**src/rtl/csr_intr_ctrl_if.sv**
```systemverilog
// ---------------------------------------------------------------------------
// csr_intr_ctrl_if
// Control-unit side bundle for the machine-mode CSR file / interrupt
// controller: csrrw access, trap/mret handshake, and the trap/return
// targets fed back to the PC mux.
// ---------------------------------------------------------------------------
interface csr_intr_ctrl_if;
    logic        csr_we;
    logic [11:0] csr_addr;
    logic [31:0] csr_wd;
    logic [31:0] csr_rd;
    logic        int_taken;
    logic        mret_exec;
    logic [31:0] pc;
    logic        int_pending;
    logic [31:0] mtvec;
    logic [31:0] mepc;
    logic        mie_bit;

    // Control unit / decoder side
    modport master (
        output csr_we,
        output csr_addr,
        output csr_wd,
        output int_taken,
        output mret_exec,
        output pc,
        input  csr_rd,
        input  int_pending,
        input  mtvec,
        input  mepc,
        input  mie_bit
    );

    // CSR file / interrupt controller side
    modport slave (
        input  csr_we,
        input  csr_addr,
        input  csr_wd,
        input  int_taken,
        input  mret_exec,
        input  pc,
        output csr_rd,
        output int_pending,
        output mtvec,
        output mepc,
        output mie_bit
    );
endinterface

```
**src/rtl/csr_intr_ctrl.sv**
```systemverilog
// ---------------------------------------------------------------------------
// csr_intr_ctrl
// Machine-mode CSR file and interrupt controller for the OTTER core.
// Synchronizes asynchronous interrupt lines, latches rising edges as pending,
// arbitrates among enabled pending sources and raises int_pending to the
// control unit. Holds mstatus(MIE/MPIE), mie, mtvec, mepc, mcause and a
// read-only mip view.
//
// Optional build macro: INTR_RR_EN
//   defined   -> round-robin arbitration with a last-winner pointer
//   undefined -> fixed priority, lowest source index wins
// ---------------------------------------------------------------------------
module csr_intr_ctrl #(
    parameter int          NUM_SRC     = 4,
    parameter int          SYNC_STAGES = 2,
    parameter logic [31:0] MTVEC_RST   = 32'h0000_0000
) (
    input  logic               CLK,
    input  logic               RST_N,
    input  logic [NUM_SRC-1:0] intr_src,
    csr_intr_ctrl_if.slave     bus
);

    localparam int SEL_W = (NUM_SRC > 1) ? $clog2(NUM_SRC) : 1;

    localparam logic [11:0] ADDR_MSTATUS = 12'h300;
    localparam logic [11:0] ADDR_MIE     = 12'h304;
    localparam logic [11:0] ADDR_MTVEC   = 12'h305;
    localparam logic [11:0] ADDR_MEPC    = 12'h341;
    localparam logic [11:0] ADDR_MCAUSE  = 12'h342;
    localparam logic [11:0] ADDR_MIP     = 12'h344;

    typedef enum logic [0:0] {
        ST_RUN  = 1'b0,
        ST_TRAP = 1'b1
    } state_t;

    // Synchronizer and edge-detect pipeline
    logic [NUM_SRC-1:0] sync_r [SYNC_STAGES];
    logic [NUM_SRC-1:0] edge_r;
    logic [NUM_SRC-1:0] rise_r;

    // Interrupt state
    logic [NUM_SRC-1:0] pending_r;
    logic [NUM_SRC-1:0] pending_nx_s;
    logic [NUM_SRC-1:0] clr_s;
    logic [NUM_SRC-1:0] cand_s;
    logic [SEL_W-1:0]   sel_s;
    logic               found_s;
    state_t             state_r;
    state_t             state_nx_s;

    // CSR registers
    logic [NUM_SRC-1:0] mie_en_r;
    logic [31:0]        mtvec_r;
    logic [31:0]        mepc_r;
    logic [31:0]        mcause_r;
    logic               mstatus_mie_r;
    logic               mstatus_mpie_r;
    logic [31:0]        csr_rd_s;

    // Qualified events
    logic int_pending_s;
    logic trap_take_s;
    logic mret_s;
    logic wr_mstatus_s;
    logic wr_mie_s;
    logic wr_mtvec_s;
    logic wr_mepc_s;
    logic wr_mcause_s;

    // The low PC bits are always dropped when saving mepc.
    logic unused_pc_lsb_s;
    assign unused_pc_lsb_s = ^bus.pc[1:0];

`ifdef INTR_RR_EN
    logic [SEL_W-1:0] last_r;
    int               rr_idx_s;
`endif

    // Shift interrupt lines through the synchronizer, then register the rising edge
    always_ff @(posedge CLK or negedge RST_N) begin
        if (!RST_N) begin
            for (int k = 0; k < SYNC_STAGES; k++) begin
                sync_r[k] <= '0;
            end
            edge_r <= '0;
            rise_r <= '0;
        end else begin
            sync_r[0] <= intr_src;
            for (int k = 1; k < SYNC_STAGES; k++) begin
                sync_r[k] <= sync_r[k-1];
            end
            edge_r <= sync_r[SYNC_STAGES-1];
            rise_r <= sync_r[SYNC_STAGES-1] & ~edge_r;
        end
    end

    // Pick the winning source among enabled pending requests
    always_comb begin
        cand_s  = pending_r & mie_en_r;
        sel_s   = {SEL_W{1'b0}};
        found_s = 1'b0;
`ifdef INTR_RR_EN
        rr_idx_s = 0;
        for (int k = 0; k < NUM_SRC; k++) begin
            rr_idx_s = (int'(last_r) + 1 + k) % NUM_SRC;
            if (!found_s && cand_s[rr_idx_s]) begin
                sel_s   = SEL_W'(rr_idx_s);
                found_s = 1'b1;
            end else begin
                found_s = found_s;
            end
        end
`else
        for (int k = 0; k < NUM_SRC; k++) begin
            if (!found_s && cand_s[k]) begin
                sel_s   = SEL_W'(k);
                found_s = 1'b1;
            end else begin
                found_s = found_s;
            end
        end
`endif
    end

    // Interrupt request, trap acceptance and CSR write decode
    always_comb begin
        int_pending_s = (state_r == ST_RUN) & mstatus_mie_r & found_s;
        trap_take_s   = bus.int_taken & int_pending_s;
        mret_s        = bus.mret_exec & ~trap_take_s;
        wr_mstatus_s  = bus.csr_we & (bus.csr_addr == ADDR_MSTATUS);
        wr_mie_s      = bus.csr_we & (bus.csr_addr == ADDR_MIE);
        wr_mtvec_s    = bus.csr_we & (bus.csr_addr == ADDR_MTVEC);
        wr_mepc_s     = bus.csr_we & (bus.csr_addr == ADDR_MEPC);
        wr_mcause_s   = bus.csr_we & (bus.csr_addr == ADDR_MCAUSE);
    end

    // Clear the accepted source; a same-cycle new edge keeps it pending
    always_comb begin
        for (int k = 0; k < NUM_SRC; k++) begin
            clr_s[k] = trap_take_s & (sel_s == SEL_W'(k));
        end
        pending_nx_s = (pending_r & ~clr_s) | rise_r;
    end

    // Pending request register
    always_ff @(posedge CLK or negedge RST_N) begin
        if (!RST_N) begin
            pending_r <= '0;
        end else begin
            pending_r <= pending_nx_s;
        end
    end

    // RUN/TRAP next-state logic
    always_comb begin
        state_nx_s = state_r;
        case (state_r)
            ST_RUN: begin
                if (trap_take_s) begin
                    state_nx_s = ST_TRAP;
                end else begin
                    state_nx_s = ST_RUN;
                end
            end
            ST_TRAP: begin
                if (mret_s) begin
                    state_nx_s = ST_RUN;
                end else begin
                    state_nx_s = ST_TRAP;
                end
            end
            default: begin
                state_nx_s = ST_RUN;
            end
        endcase
    end

    // RUN/TRAP state register
    always_ff @(posedge CLK or negedge RST_N) begin
        if (!RST_N) begin
            state_r <= ST_RUN;
        end else begin
            state_r <= state_nx_s;
        end
    end

    // mstatus: trap entry beats mret, which beats a software write
    always_ff @(posedge CLK or negedge RST_N) begin
        if (!RST_N) begin
            mstatus_mie_r  <= 1'b0;
            mstatus_mpie_r <= 1'b0;
        end else if (trap_take_s) begin
            mstatus_mpie_r <= mstatus_mie_r;
            mstatus_mie_r  <= 1'b0;
        end else if (mret_s) begin
            mstatus_mie_r  <= mstatus_mpie_r;
            mstatus_mpie_r <= 1'b1;
        end else if (wr_mstatus_s) begin
            mstatus_mie_r  <= bus.csr_wd[3];
            mstatus_mpie_r <= bus.csr_wd[7];
        end
    end

    // mepc and mcause: trap entry beats a software write
    always_ff @(posedge CLK or negedge RST_N) begin
        if (!RST_N) begin
            mepc_r   <= 32'h0000_0000;
            mcause_r <= 32'h0000_0000;
        end else if (trap_take_s) begin
            mepc_r   <= {bus.pc[31:2], 2'b00};
            mcause_r <= 32'h8000_0000 | (32'd16 + 32'(sel_s));
        end else begin
            if (wr_mepc_s) begin
                mepc_r <= {bus.csr_wd[31:2], 2'b00};
            end
            if (wr_mcause_s) begin
                mcause_r <= bus.csr_wd;
            end
        end
    end

    // Software-only CSRs: trap vector and source enables
    always_ff @(posedge CLK or negedge RST_N) begin
        if (!RST_N) begin
            mtvec_r  <= MTVEC_RST;
            mie_en_r <= '0;
        end else begin
            if (wr_mtvec_s) begin
                mtvec_r <= {bus.csr_wd[31:2], 2'b00};
            end
            if (wr_mie_s) begin
                mie_en_r <= bus.csr_wd[16 +: NUM_SRC];
            end
        end
    end

`ifdef INTR_RR_EN
    // Remember the last accepted source so the next search starts after it
    always_ff @(posedge CLK or negedge RST_N) begin
        if (!RST_N) begin
            last_r <= {SEL_W{1'b0}};
        end else if (trap_take_s) begin
            last_r <= sel_s;
        end
    end
`endif

    // CSR read mux, returns the value before any same-cycle write
    always_comb begin
        csr_rd_s = 32'h0000_0000;
        case (bus.csr_addr)
            ADDR_MSTATUS: begin
                csr_rd_s[3] = mstatus_mie_r;
                csr_rd_s[7] = mstatus_mpie_r;
            end
            ADDR_MIE: begin
                csr_rd_s[16 +: NUM_SRC] = mie_en_r;
            end
            ADDR_MTVEC: begin
                csr_rd_s = mtvec_r;
            end
            ADDR_MEPC: begin
                csr_rd_s = mepc_r;
            end
            ADDR_MCAUSE: begin
                csr_rd_s = mcause_r;
            end
            ADDR_MIP: begin
                csr_rd_s[16 +: NUM_SRC] = pending_r;
            end
            default: begin
                csr_rd_s = 32'h0000_0000;
            end
        endcase
    end

    assign bus.csr_rd      = csr_rd_s;
    assign bus.int_pending = int_pending_s;
    assign bus.mtvec       = mtvec_r;
    assign bus.mepc        = mepc_r;
    assign bus.mie_bit     = mstatus_mie_r;

endmodule

```
**src/flat_wrapper.sv**
```systemverilog
// flat-port wrapper written by rule: the top's interface ports become plain ports
module csr_intr_ctrl_flat 
#(
    parameter int          NUM_SRC     = 4,
    parameter int          SYNC_STAGES = 2,
    parameter logic [31:0] MTVEC_RST   = 32'h0000_0000
)
  (CLK, RST_N, intr_src, bus_csr_we, bus_csr_addr, bus_csr_wd, bus_int_taken, bus_mret_exec, bus_pc, bus_csr_rd, bus_int_pending, bus_mtvec, bus_mepc, bus_mie_bit);
  csr_intr_ctrl_if bus_i ();
  input  logic CLK;
  input  logic RST_N;
  input  logic [NUM_SRC-1:0] intr_src;
  input wire logic [$bits(bus_i.csr_we)-1:0] bus_csr_we;
  input wire logic [$bits(bus_i.csr_addr)-1:0] bus_csr_addr;
  input wire logic [$bits(bus_i.csr_wd)-1:0] bus_csr_wd;
  input wire logic [$bits(bus_i.int_taken)-1:0] bus_int_taken;
  input wire logic [$bits(bus_i.mret_exec)-1:0] bus_mret_exec;
  input wire logic [$bits(bus_i.pc)-1:0] bus_pc;
  output wire logic [$bits(bus_i.csr_rd)-1:0] bus_csr_rd;
  output wire logic [$bits(bus_i.int_pending)-1:0] bus_int_pending;
  output wire logic [$bits(bus_i.mtvec)-1:0] bus_mtvec;
  output wire logic [$bits(bus_i.mepc)-1:0] bus_mepc;
  output wire logic [$bits(bus_i.mie_bit)-1:0] bus_mie_bit;
  assign bus_i.csr_we = bus_csr_we;
  assign bus_i.csr_addr = bus_csr_addr;
  assign bus_i.csr_wd = bus_csr_wd;
  assign bus_i.int_taken = bus_int_taken;
  assign bus_i.mret_exec = bus_mret_exec;
  assign bus_i.pc = bus_pc;
  assign bus_csr_rd = bus_i.csr_rd;
  assign bus_int_pending = bus_i.int_pending;
  assign bus_mtvec = bus_i.mtvec;
  assign bus_mepc = bus_i.mepc;
  assign bus_mie_bit = bus_i.mie_bit;
  csr_intr_ctrl #(.NUM_SRC(NUM_SRC), .SYNC_STAGES(SYNC_STAGES), .MTVEC_RST(MTVEC_RST)) u_core (.CLK(CLK), .RST_N(RST_N), .intr_src(intr_src), .bus(bus_i));
endmodule
```
**config.mk**
```make
export PLATFORM = sky130hd
export DESIGN_NAME = csr_intr_ctrl_flat
export DESIGN_NICKNAME = d
export VERILOG_FILES = /design/src/rtl/csr_intr_ctrl_if.sv /design/src/rtl/csr_intr_ctrl.sv /design/src/flat_wrapper.sv
export SDC_FILE = /design/constraint.sdc
export NUM_CORES = 1
export LEC_CHECK = 0
export CAP_MARGIN = 5
export CORE_MARGIN = 5
export CORE_UTILIZATION = 47
export DETAILED_ROUTE_END_ITERATION = 7
export GPL_TIMING_DRIVEN = 0
export PLACE_DENSITY = 0.81
export SLEW_MARGIN = 20
export SYNTH_ARGS = -nofsm -noshare
export SYNTH_HDL_FRONTEND = slang
export SYNTH_SLANG_ARGS = --single-unit
```
**constraint.sdc**
```tcl
create_clock -name CLK -period 3.64 [get_ports CLK]
set_clock_uncertainty 0.2 [all_clocks]
set_input_delay 1.092 -clock CLK [delete_from_list [all_inputs] [get_ports CLK]]
set_output_delay 1.092 -clock CLK [all_outputs]
set_load 0.05 [all_outputs]
```
==> Word-level counts from Yosys, hierarchy flattened <==
Index checks and enable logic that the tools add are counted.
W data, S select, Z words.
{ "classes": {"n_reduce_logical": 10, "n_bitwise": 21, "mux": 27, "eq_ne": 9, "n_addsub": 1} }
{ "op_table": {"columns": ["operator", "n"], "rows": [
  ["$mux W32", 4],
  ["$eq A12 B10 Y1 const B", 6],
  ["$pmux W12 S3", 1],
  ["$pmux W8 S3", 1],
  ["$pmux W4 S5", 1],
  ["$pmux W3 S3", 2],
  ["$and A1 B1 Y1", 13],
  ["$mux W1", 13],
  ["$and A4 B4 Y4", 3],
  ["$not A4 Y4", 2],
  ["$pmux W1 S4", 2],
  ["$add A5 B2 Y6 const A", 1],
  ["$eq A2 B2 Y1 const B", 2],
  ["$mux W2", 2],
  ["$or A4 B4 Y4", 1],
  ["$reduce_bool A2 Y1", 2],
  ["$logic_and A1 B1 Y1", 3],
  ["$logic_not A1 Y1", 3],
  ["$reduce_bool A3 Y1", 1],
  ["$eq A2 B1 Y1 const B", 1],
  ["$logic_not A2 Y1", 1],
  ["$not A1 Y1", 2],
  ["$pmux W1 S2", 1]
]} }
{ "totals": {"output_inout_bits": 98, "ff_bits": 121, "elab_cells": 80} }

==> Logic depth before layout (Yosys ltp) <==
{ "depth": {"ltp_word": 17, "mapped_depth": 6, "depth_no_buf": 4} }

==> Least setup slack after synthesis <==
Ideal clock, no wire load.
{ "synth_timing": {"path_kind": "input to output", "start": "input port bus_csr_addr[5]", "end": "output port bus_csr_rd[25]", "setup_slack_ns": -0.717, "arrival_ns": 3.065, "path_stages": 4, "t_required_ns": 2.348, "path_cell_list": "or4b_4 -> nor2_1 -> nand2_1 -> o21ai_0"} }
{ "synth_between": {"elab_chain_len": 2} }
{ "synth_rtl": {"columns": ["item", "line_no", "source"], "rows": [
  ["start, declared", "flat_wrapper.sv:14", "input wire logic [$bits(bus_i.csr_addr)-1:0] bus_csr_addr;"],
  ["$eq A12 B10 Y1", "csr_intr_ctrl.sv:253", "case (bus.csr_addr)"],
  ["$pmux W12 S3 (*)", "csr_intr_ctrl.sv:253", null],
  ["end, declared", "flat_wrapper.sv:19", "output wire logic [$bits(bus_i.csr_rd)-1:0] bus_csr_rd;"]
]} }
Mark *: on every way between the ends. The rest lies on a longest branch, timed or not.

==> Worst setup path in the final report <==
{ "layout_timing": {"start": "input port bus_csr_addr[7]", "end": "output port bus_csr_rd[19]"} }
{ "layout_between": {"elab_chain_len": 2} }
{ "layout_rtl": {"columns": ["item", "line_no"], "rows": [
  ["$eq A12 B10 Y1", "csr_intr_ctrl.sv:253"],
  ["$pmux W4 S5 (*)", "csr_intr_ctrl.sv:253"]
]} }
Marked as above.

==> impl_results.md <==
- DR iter-0 viols: 685
- Via density: 6.31
- Final period util: 1.07
- Asr flop ratio synth: 1.00
- Clk pwr share: 0.434
- Synthesized flop and latch total: 119
- Die H: 121 um
- Max-slew headroom: 0.523
- Share of cells above drive strength 1: 0.297
- Congestion Overflow GR: 0
- Clock Path Buffers: 2
- Die Wd: 121 um
- Clk root buf: clkbuf_16
- Clk_lat worst skew: 0.43 ns
- Drt drc: 0
- Pint: 0.00278 W
- Die area: 14,600 um2
- Floorplan row count: 40
- Gp weighted congestion: 0.922
- Failing checks: setup timing
- Distinct cells, synth: 44
- Critical Path RT: 2.35 ns
- DR top layer: met4
- Vias in the first global route: 6,287
- # port buffers: 176
- Switching share of total power: 0.305
- CP most frequent cell: buf_6
- Setup crit start kind: primary input
- P_leak: 4.05 nW
- Final Max Tran Viols: 0
- Reg power frac: 0.374
- Number of fill cells in the layout: 721
- Crit-path cells: buf_8, or4b_4, nor2_4, buf_12, buf_6, a32oi_1, nor2_2, buf_6
- Mapped Cells: 563
- Cell Area, Synth: 5780 um2
- Syn avg cell area: 10.3 um2
- Maxcap violations: 0
- Crit path DAT: 2.60 ns
- Most used flip-flop cell after synthesis: dfrtp_1
- Psw: 0.00122 W
- Hold_buf cts: 0
- CTS tree: yes
- Post-route setup slack: -0.249 ns
- Worst Hold Slack: 0.146 ns
- Clk slew on worst S/H paths: 0.06 ns
- Worst VDD drop: 0.309 mV
- Logic gate share of total power: 0.193
- Wire length per cell: 24.2 um
- Initial antenna violation count: 1
- Routed via count: 5,947
- Layout area overhead: 61.2%
- Setup violators final: 32
- EDFF count, synth: 0
- CP max stage delay: 0.55 ns
- Number of routed nets with antenna violations: 0
- CP Max Fanout: 2
- Worst Setup End Kind: output port
- Hold Vio Cnt, Final: 0
- DR WL met2: 11,000 um
- Setup repair after global routing missed its margin: true
- Tmin final: 3.89 ns
- IO Pins: 183
- Routed WL: 22,800 um
- Crit-path slowest cell: or4b_4
- Critical path class: in -> out
- H-tree Lvls: 4
- Peak Freq: 257 MHz
- WL met3: 2470 um
- Status: complete, but fails checks
- DRT met1 WL: 8150 um
- Total power divided by cell area: 430 nW/um2
- Pre-antenna DRT Iters: 5
- Ys Warns: 0
- CTS Buf Count: 17
- First-pass GRT wire length: 34,600 um
- GRT Total Usage: 0.310
- Initial Util: 0.481
- Sequential area share after synthesis: 0.516
- Tot Pwr: 0.00400 W
- Top delay family on crit path: simple AND/OR/NAND/NOR gates
- Crit path buffers/inverters: 4
- TritonCTS Sinks: 119
- DP Wirelength: 14,700 um
- Commonest non-fill, non-tap cell in the layout: clkdlybuf4s50_1
- Final nets: 867
- Most frequent cells in the layout: clkdlybuf4s50_1 (131), dfrtp_1 (119), nand2_1 (79)
- Core Region: 12,000 um2
- Worst Hold Class: reg -> reg
- Worst slew pin tran: 0.715 ns
- Largest net degree at the start of global routing: 63
worst register-to-register path, stage by stage, from the launching register on:
cell and delay [ns]:
dfrtp_1 0.44, a222oi_1 0.42, buf_4 0.20, a21o_1 0.13, clkbuf_1 0.55, nor2_1 0.13, a21oi_1 0.16
synthesized netlist by cell type, drive strengths merged, types with 2 or more instances:
master / n / area share
dfrtp: 119 / 0.52
buf: 26 / 0.031
and3: 2 / 0.0022
inv: 3 / 0.0019
nand4: 4 / 0.0043
and2: 2 / 0.0022
o32a: 2 / 0.0035
nor2: 41 / 0.027
nand3b: 4 / 0.0052
nor4: 2 / 0.0074
nand2: 97 / 0.063
clkbuf: 22 / 0.014
and4: 2 / 0.0030
nand3: 7 / 0.0061
a22o: 2 / 0.0030
nor4b: 4 / 0.0071
and3b: 3 / 0.0046
nor2b: 8 / 0.0087
a21o: 6 / 0.0078
mux2i: 5 / 0.0087
mux2: 34 / 0.086
a21oi: 63 / 0.055
a22oi: 29 / 0.038
a32oi: 33 / 0.050
a31oi: 2 / 0.0022
o2bb2ai: 2 / 0.0030
o21ai: 28 / 0.024
power by group through the flow:
stage	clock [W]	sequential, W	combinational, W
2_1_floorplan	0	0.00173	0.000167
3_3_place_gp	0	0.00150	0.000724
3_5_place_dp	0	0.00151	0.000740
4_1_cts	0.00174	0.00149	0.000761
5_1_grt	0.00179	0.00150	0.000804
6_report	0.00173	0.00149	0.000771
timing repair:
action	4_1_cts	5_1_grt
cloned	6	0
endpoints found under the setup margin	33	32
pin swaps	17	8
buffers inserted	11	4
resized for setup	349	25
flip-flops by register name, indices dropped and copies added, names as in the netlist:
| name | cells |
|---|---|
| u_core.bus.mepc | 30 |
| u_core.bus.mie_bit | 1 |
| u_core.bus.mtvec | 30 |
| u_core.edge_r | 4 |
| u_core.mcause_r | 32 |
| u_core.mie_en_r | 4 |
| u_core.mstatus_mpie_r | 1 |
| u_core.pending_r | 4 |
| u_core.rise_r | 4 |
| u_core.state_r | 1 |
| u_core.sync_r | 8 |
metal layers:
metal  vias to the layer above  global-route usage
met5                         -                   0
met4                         0               0.167
met3                       122               0.102
met2                       467               0.504
met1                      2870               0.362
li1                       2488                   -
per-stage QoR:
step | std cells | TNS [ns] | area, um2 | util | setup WS, ns
6_report | 943 | -5.91 | 9310 | 0.775 | -0.249
3_3_place_gp | 889 | -425.98 | 8090 | 0.674 | -3.14
2_1_floorplan | 566 | -2.72 | 6140 | - | -0.117
4_1_cts | 938 | -6.13 | 9190 | 0.765 | -0.263
5_1_grt | 943 | -7.05 | 9310 | 0.775 | -0.277
3_5_place_dp | 890 | -54.08 | 8120 | 0.676 | -1.81
cell type report:
type                            instances  area (um2)  share of cell area
Multi-Input combinational cell        397        3040               0.326
Sequential cell                       119        2980               0.320
Timing Repair Buffer                  196        2070               0.222
Clock buffer                           17         425              0.0457
Buffer                                 48         425              0.0457
Tap cell                              147         184              0.0198
Clock inverter                         15         179              0.0192
Inverter                                3        11.3             0.00121
Antenna cell                            1        2.50            0.000269
cells by family after synthesis:
logic type | Yosys count | synth area share
AND/OR/NAND/NOR | 181 | 0.148
multiplexers | 39 | 0.0945
other | 1 | 0.000649
flip-flops | 119 | 0.516
buffers and inverters | 51 | 0.0474
AO/OA/AOI/OAI | 172 | 0.194
path summary, 6_finish.rpt:
path / start / endpoint / slack (ns) / cells after the start
min in group asynchronous: RST_N / u_core.edge_r[0]$_DFF_PN0_ / 0.43 / 1
worst max register to register: u_core.mie_en_r[1]$_DFFE_PN0P_ / u_core.bus.mepc[7]$_DFFE_PN0P_ / 1.34 / 6
worst max-delay path: bus_csr_addr[7] / bus_csr_rd[19] / -0.25 / 8
worst min register to register: u_core.sync_r[6]$_DFF_PN0_ / u_core.sync_r[2]$_DFF_PN0_ / 0.15 / 0
max in group asynchronous: RST_N / u_core.bus.mtvec[23]$_DFFE_PN0P_ / 2.11 / 2
worst min-delay path: u_core.sync_r[6]$_DFF_PN0_ / u_core.sync_r[2]$_DFF_PN0_ / 0.15 / 0
(Power assumes the default switching activity.)
